<file path="src/rtl/mtc_link_tx_pkg.sv">
// Shared constants and types for the MTC-to-sector-logic link transmitter.
//   MTC_PKT_WIDTH_DEF  : default MTC packet width (MTC2SL packet length)
//   LINK_FRAME_LEN     : default clocks per link frame (one BX)
//   LINK_MAX_PER_FRAME : default packet budget per link frame
//   link_state_e       : output FSM state
package mtc_link_tx_pkg;

  localparam int unsigned MTC2SL_PKT_LEN     = 128;
  localparam int unsigned MTC_PKT_WIDTH_DEF  = MTC2SL_PKT_LEN;
  localparam int unsigned LINK_FRAME_LEN     = 8;
  localparam int unsigned LINK_MAX_PER_FRAME = 3;

  typedef enum logic {
    LINK_IDLE = 1'b0,
    LINK_HOLD = 1'b1
  } link_state_e;

endpackage

</file>
<file path="src/rtl/mtc_link_tx_fifo.sv">
// mtc_link_fifo: synchronous packet FIFO.
//   clock, rst      : clock and synchronous active-high reset (empties the FIFO)
//   push, wr_data   : write request; ignored while full
//   pop             : read request; ignored while empty
//   rd_data         : head entry, valid while !empty; the consumer registers it on pop
//   full, empty     : occupancy flags from the current (pre-edge) count
//   count           : occupancy, one bit wider than the pointers so full != empty
module mtc_link_fifo #(
  parameter int unsigned WIDTH = 128,
  parameter int unsigned DEPTH = 16
) (
  input  logic                       clock,
  input  logic                       rst,
  input  logic                       push,
  input  logic [WIDTH-1:0]           wr_data,
  input  logic                       pop,
  output logic [WIDTH-1:0]           rd_data,
  output logic                       full,
  output logic                       empty,
  output logic [$clog2(DEPTH):0]     count
);

  localparam int unsigned AW = $clog2(DEPTH);
  localparam logic [AW-1:0] PTR_ONE = AW'(1);
  localparam logic [AW:0]   CNT_ONE = (AW + 1)'(1);
  localparam logic [AW:0]   CNT_FULL = (AW + 1)'(DEPTH);

  logic [WIDTH-1:0] mem_q [DEPTH];
  logic [AW-1:0]    wr_ptr_q, wr_ptr_d;
  logic [AW-1:0]    rd_ptr_q, rd_ptr_d;
  logic [AW:0]      count_q, count_d;
  logic             do_push, do_pop;

  assign full    = (count_q == CNT_FULL);
  assign empty   = (count_q == '0);
  assign count   = count_q;
  assign rd_data = mem_q[rd_ptr_q];

  always_comb begin
    do_push  = push && !full;
    do_pop   = pop && !empty;
    wr_ptr_d = do_push ? wr_ptr_q + PTR_ONE : wr_ptr_q;
    rd_ptr_d = do_pop  ? rd_ptr_q + PTR_ONE : rd_ptr_q;
    count_d  = count_q;
    case ({do_push, do_pop})
      2'b10:   count_d = count_q + CNT_ONE;
      2'b01:   count_d = count_q - CNT_ONE;
      default: count_d = count_q;
    endcase
  end

  always_ff @(posedge clock) begin
    if (rst) begin
      wr_ptr_q <= '0;
      rd_ptr_q <= '0;
      count_q  <= '0;
    end else begin
      wr_ptr_q <= wr_ptr_d;
      rd_ptr_q <= rd_ptr_d;
      count_q  <= count_d;
    end
  end

  // Storage needs no reset: pointers/count define which entries are live.
  always_ff @(posedge clock) begin
    if (do_push) mem_q[wr_ptr_q] <= wr_data;
  end

endmodule

</file>
<file path="src/rtl/mtc_link_tx.sv">
// mtc_link_tx: buffers formatted MTC packets and drains them onto the
// sector-logic link, at most MAX_PER_FRAME loads per FRAME_LEN-clock frame.
//   clock, rst          : clock, synchronous active-high reset
//   mtc_in, mtc_in_valid: packet input, no backpressure
//   link_data/valid     : link output register and its valid
//   link_ready          : link accepts link_data this cycle
//   frame_start         : frame counter is 0
//   fifo_count          : FIFO occupancy
//   drop_count          : packets dropped on full FIFO, saturating
//   overflow            : sticky drop flag
// Optional: define MTC_LINK_TX_STATS_EN to add max_occ (fifo_count high-watermark).
module mtc_link_tx
  import mtc_link_tx_pkg::*;
#(
  parameter int unsigned MTC_PKT_WIDTH = MTC_PKT_WIDTH_DEF,
  parameter int unsigned FIFO_DEPTH    = 16,
  parameter int unsigned FRAME_LEN     = LINK_FRAME_LEN,
  parameter int unsigned MAX_PER_FRAME = LINK_MAX_PER_FRAME
) (
  input  logic                          clock,
  input  logic                          rst,
  input  logic [MTC_PKT_WIDTH-1:0]      mtc_in,
  input  logic                          mtc_in_valid,
  output logic [MTC_PKT_WIDTH-1:0]      link_data,
  output logic                          link_valid,
  input  logic                          link_ready,
  output logic                          frame_start,
  output logic [$clog2(FIFO_DEPTH):0]   fifo_count,
  output logic [15:0]                   drop_count,
  output logic                          overflow
`ifdef MTC_LINK_TX_STATS_EN
  ,
  output logic [$clog2(FIFO_DEPTH):0]   max_occ
`endif
);

  localparam int unsigned CNT_W = $clog2(FIFO_DEPTH) + 1;
  localparam int unsigned FC_W  = (FRAME_LEN > 1) ? $clog2(FRAME_LEN) : 1;
  localparam int unsigned SC_W  = $clog2(MAX_PER_FRAME + 1);
  localparam logic [FC_W-1:0] FRAME_LAST = FC_W'(FRAME_LEN - 1);
  localparam logic [SC_W-1:0] SENT_MAX   = SC_W'(MAX_PER_FRAME);

  link_state_e              state_q, state_d;
  logic [MTC_PKT_WIDTH-1:0] link_data_q, link_data_d;
  logic [FC_W-1:0]          frame_cnt_q, frame_cnt_d;
  logic [SC_W-1:0]          sent_cnt_q, sent_cnt_d;
  logic [15:0]              drop_count_q, drop_count_d;
  logic                     overflow_q, overflow_d;

  logic                     fifo_full, fifo_empty;
  logic [MTC_PKT_WIDTH-1:0] fifo_rd_data;
  logic [CNT_W-1:0]         fifo_cnt;
  logic                     can_load, load, drop, frame_last;

  mtc_link_fifo #(
    .WIDTH (MTC_PKT_WIDTH),
    .DEPTH (FIFO_DEPTH)
  ) u_fifo (
    .clock   (clock),
    .rst     (rst),
    .push    (mtc_in_valid),
    .wr_data (mtc_in),
    .pop     (load),
    .rd_data (fifo_rd_data),
    .full    (fifo_full),
    .empty   (fifo_empty),
    .count   (fifo_cnt)
  );

  always_comb begin
    frame_last  = (frame_cnt_q == FRAME_LAST);
    can_load    = !fifo_empty && (sent_cnt_q < SENT_MAX);
    load        = 1'b0;
    state_d     = state_q;
    link_data_d = link_data_q;

    // In HOLD a handshake and a fresh load share one edge, giving back-to-back output.
    case (state_q)
      LINK_IDLE: begin
        if (can_load) begin
          load    = 1'b1;
          state_d = LINK_HOLD;
        end
      end
      LINK_HOLD: begin
        if (link_ready) begin
          if (can_load) load = 1'b1;
          else          state_d = LINK_IDLE;
        end
      end
      default: state_d = LINK_IDLE;
    endcase

    if (load) link_data_d = fifo_rd_data;

    frame_cnt_d = frame_last ? '0 : frame_cnt_q + FC_W'(1);
    // A load in the last frame cycle is charged to the frame that is ending.
    sent_cnt_d  = frame_last ? '0 : sent_cnt_q + SC_W'(load);

    drop         = mtc_in_valid && fifo_full;
    drop_count_d = (drop && (drop_count_q != '1)) ? drop_count_q + 16'd1 : drop_count_q;
    overflow_d   = overflow_q || drop;
  end

  always_ff @(posedge clock) begin
    if (rst) begin
      state_q      <= LINK_IDLE;
      link_data_q  <= '0;
      frame_cnt_q  <= '0;
      sent_cnt_q   <= '0;
      drop_count_q <= '0;
      overflow_q   <= 1'b0;
    end else begin
      state_q      <= state_d;
      link_data_q  <= link_data_d;
      frame_cnt_q  <= frame_cnt_d;
      sent_cnt_q   <= sent_cnt_d;
      drop_count_q <= drop_count_d;
      overflow_q   <= overflow_d;
    end
  end

  assign link_data   = link_data_q;
  assign link_valid  = (state_q == LINK_HOLD);
  assign frame_start = (frame_cnt_q == '0);
  assign fifo_count  = fifo_cnt;
  assign drop_count  = drop_count_q;
  assign overflow    = overflow_q;

`ifdef MTC_LINK_TX_STATS_EN
  logic [CNT_W-1:0] max_occ_q, max_occ_d;

  always_comb begin
    max_occ_d = (fifo_cnt > max_occ_q) ? fifo_cnt : max_occ_q;
  end

  always_ff @(posedge clock) begin
    if (rst) max_occ_q <= '0;
    else     max_occ_q <= max_occ_d;
  end

  assign max_occ = max_occ_q;
`endif

endmodule

</file>
<file path="config.mk">
export PLATFORM = sky130hd
export DESIGN_NAME = mtc_link_tx
export DESIGN_NICKNAME = d
export VERILOG_FILES = /design/src/rtl/mtc_link_tx_pkg.sv /design/src/rtl/mtc_link_tx_fifo.sv /design/src/rtl/mtc_link_tx.sv
export SDC_FILE = /design/constraint.sdc
export NUM_CORES = 2
export LEC_CHECK = 0
export CAP_MARGIN = 20
export CORE_ASPECT_RATIO = 1.1
export CORE_UTILIZATION = 35
export CTS_CLUSTER_DIAMETER = 40
export DETAILED_ROUTE_END_ITERATION = 16
export MAX_ROUTING_LAYER = met4
export SLEW_MARGIN = 25
export SYNTH_ARGS = -nofsm -noshare
export SYNTH_HDL_FRONTEND = slang
export SYNTH_SLANG_ARGS = --single-unit
</file>
<file path="constraint.sdc">
create_clock -name clock -period 11.9 [get_ports clock]
set_input_delay 2.38 -clock clock [delete_from_list [all_inputs] [get_ports clock]]
set_output_delay 2.38 -clock clock [all_outputs]
set_load 0.05 [all_outputs]
</file>
==> impl_results.md <==
* Vias in the first global route at 40800
* Unique masters post-synth at 57
* Worst hold-check path type: flop to flop
* Crit path buf inv count at 3
* Worst-Skew Late Latency at 0.95 ns
* Share of synthesized area occupied by flip-flops and latches at 78.0%
* Remaining max-slew budget at the tightest pin at 27.9%
* Clock transition at the registers of the reported paths at 0.05 ns
* Critical path cell sequence: clkdlybuf4s50_1, a21boi_1, nand2_1, nor3_4, buf_4, buf_4
* Crit-path most repeated cell: buf_4
* Max stage delay on crit path at 0.74 ns
* Io pins at 284
* Cts bufs inserted at 316
* Root cell of the clock tree: clkbuf_16
* Synthesized area per cell at 22.8 um^2
* Power per cell area at 234 nW/um^2
* Status: finished clean
* Number of max-cap violations at 0
* DRC violations left at 0
* Top library cells by usage in the layout, fill and taps aside: edfxtp_1, mux4_2, clkbuf_16
* Final setup viols at 0
* Largest delay share family, worst path: buffers and inverters
* Syn_nets at 3793
* Buffers added on ports at 283
* Final core utilization at 42.5%
* Commonest non-fill, non-tap cell in the layout: edfxtp_1
* Top achievable clock speed at 181 MHz
* Total Wirelength at 204 mm
* Crit Path Category: input port to flop
* Antenna violations before repair at 42
* Crit start category: input port
* Maximum net fanout on the critical path at 35
* Commonest register cell after synthesis: edfxtp_1
* Maximum level of the CTS H-tree at 5
* Hold buffers post-CTS at 0
* Shortest clock period the worst path allows after layout at 5.51 ns
* Initial core utilization at 35.2%
* Synthesized netlist cell count at 3647
* First-iteration detailed-routing DRC count at 3095
* Post-DP HPWL at 112 mm
* 1st-pass router iterations at 7
* Y dimension of the die at 513 um
* Wire length of the first global-routing pass at 295 mm
* Remaining global-route overflow at 0
* Crit end category: flop
* Post-layout nets at 4262
* Data required, critical path at 12.43 ns
* Layout Cells excl Fill at 7500
* Clock tree sinks at 2212
* Share of final-layout standard cells stronger than drive strength 1 at 28.7%
* Final Total Pwr at 23.4 mW
* Max Root-Sink Buffers at 4
* Worst-Margin Slew at 1.08 ns
* Placed Cells incl. Taps at 6911
* Core outline area at 236000 um^2
* Aggregate global-route resource usage at 17.6%
* Sum Neg Setup Slack at 0 ns
* Maximum vdd drop at 0.000178 V
* Via density per instance at 5.22
* Pin count of the biggest net entering global routing at 138
* Number of vias after detailed routing at 39200
* Total Die Area at 239000 um^2
* Quantity of gates resized following cts at 0
* Average detailed-routed wire length per instance at 27.3 um
* Routability Congestion at 0.759
* Post-CTS Setup Bufs at 0
* Slew Limit Fails at 0
* CTS tree: yes
* Synthesized flop and latch total at 2212
* ANT nets after route at 0
* Hold Vio Cnt, Final at 0
* Yosys Warn Count at 0
* Share of flip-flops with an asynchronous set or reset after synthesis at 0%
* Share of the clock period used by the worst path at 46.3%
* Max stage delay cell, worst path: nor3_4
* Leakage dissipation at 31.0 nW
* Die width at 467 um
* EDFF count, synth at 2048
* Clock Skew at 0.0969 ns
* Area added between synthesis and finish at 20.7%
* Floorplan row count at 187
* Netlist area before placement at 83100 um^2
* Endpoint arrival time on the critical path at 6.05 ns
* RSZ-0062 raised after global routing: false
==> report_power, final <==
group / leakage, nW / internal [mW] / switching, mW
clock: 5.05 / 5.69 / 3.43
sequential: 19.8 / 8.95 / 0.389
combinational: 6.14 / 2.14 / 2.84
==> area by class of cell <==
class	instances	area [um^2]
inverters	12	45.0
diodes	24	60.1
multi-input cells	1223	17500
fillers	20100	136000
clock inverters	184	1980
well taps	3118	3900
clock buffers	376	8430
flip-flops and latches	2212	64800
repair buffers	351	3610
==> synthesized netlist by cell type (2+ instances only) <==
master       n  area, um^2
o211ai_1     2        15.0
o21ai_0      6        30.0
nor2_1     160         601
inv_1       12        45.0
nor4_1       3        18.8
clkbuf_1    80         300
buf_4        3        22.5
nor3b_1      2        15.0
nor3_1      12        60.1
xor2_1       4        35.0
buf_6       13         146
buf_1       53         199
buf_2       48         240
mux2_2     131        1480
and4_1       3        26.3
or3_1        2        12.5
a211o_1      2        17.5
and2_1       5        31.3
mux4_2     512       11500
or4_1        6        45.0
a31o_2       2        17.5
nand2_1     14        52.6
dfxtp_1    164        3280
nand3_1      8        40.0
o41ai_1      2        17.5
mux2i_1    131        1310
a21oi_1     21         105
edfxtp_1  2048       61500
or4_4        2        22.5
clkbuf_8     3        41.3
nand2b_1     5        31.3
xnor2_1      4        35.0
a41oi_1      2        17.5
o211a_1      2        20.0
o31ai_1      6        45.0
a221o_1    128        1280
nor2b_1      4        25.0
nand4_1     10        62.6
ha_1        14         175
==> final timing paths <==
check                                                     start                             to  slack [ns]  cells after the start
worst max-delay path                               mtc_in_valid  u_fifo.mem_q[0][52]$_DFFE_PP_        6.39                      6
worst min-delay path                  frame_cnt_q[0]$_SDFF_PP0_      frame_cnt_q[0]$_SDFF_PP0_        0.47                      1
worst max register to register  u_fifo.rd_ptr_q[2]$_SDFFE_PP0P_     link_data[43]$_SDFFE_PP0N_        7.48                      7
worst min register to register        frame_cnt_q[0]$_SDFF_PP0_      frame_cnt_q[0]$_SDFF_PP0_        0.47                      1
==> metrics by stage <==
stage,worst slack [ns],cell area (um^2),hold slack (ns)
final,6.39,100000,0.470
after global routing,6.15,100000,0.496
after CTS,6.32,100000,0.476
after detailed placement,5.34,89700,0.466
after global placement,5.35,89700,0.445
after floorplan,2.99,83100,0.427
==> layer usage <==
layer	GRT usage [%]	up-vias	routed length, um
li1	-	16500	-
met2	30.6	1107	109000
met5	-	-	0
met4	5.56	0	5740
met3	3.14	355	9670
met1	20.5	21100	79600
==> state kept, by name, summed over array words and instances (netlist names), 2 cells and up <==
| name | count |
|---|---|
| drop_count | 16 |
| u_fifo.count | 5 |
| sent_cnt_q | 2 |
| u_fifo.rd_ptr_q | 4 |
| u_fifo.wr_ptr_q | 4 |
| u_fifo.mem_q | 2048 |
| link_data | 128 |
| frame_cnt_q | 3 |
==> cell families after synthesis <==
family                     after synthesis  share of synthesized area, %
DFF                                   2212                          78.0
xor gates and xnor gates                 8                        0.0843
buffers and inverters                  212                          1.20
muxes                                  774                          17.2
and+or+nand+nor                        245                          1.34
adders and majority gates               14                         0.211
AOI/OAI and AO/OA                      182                          1.98
Note: power is estimated with default switching activity, not from simulation.
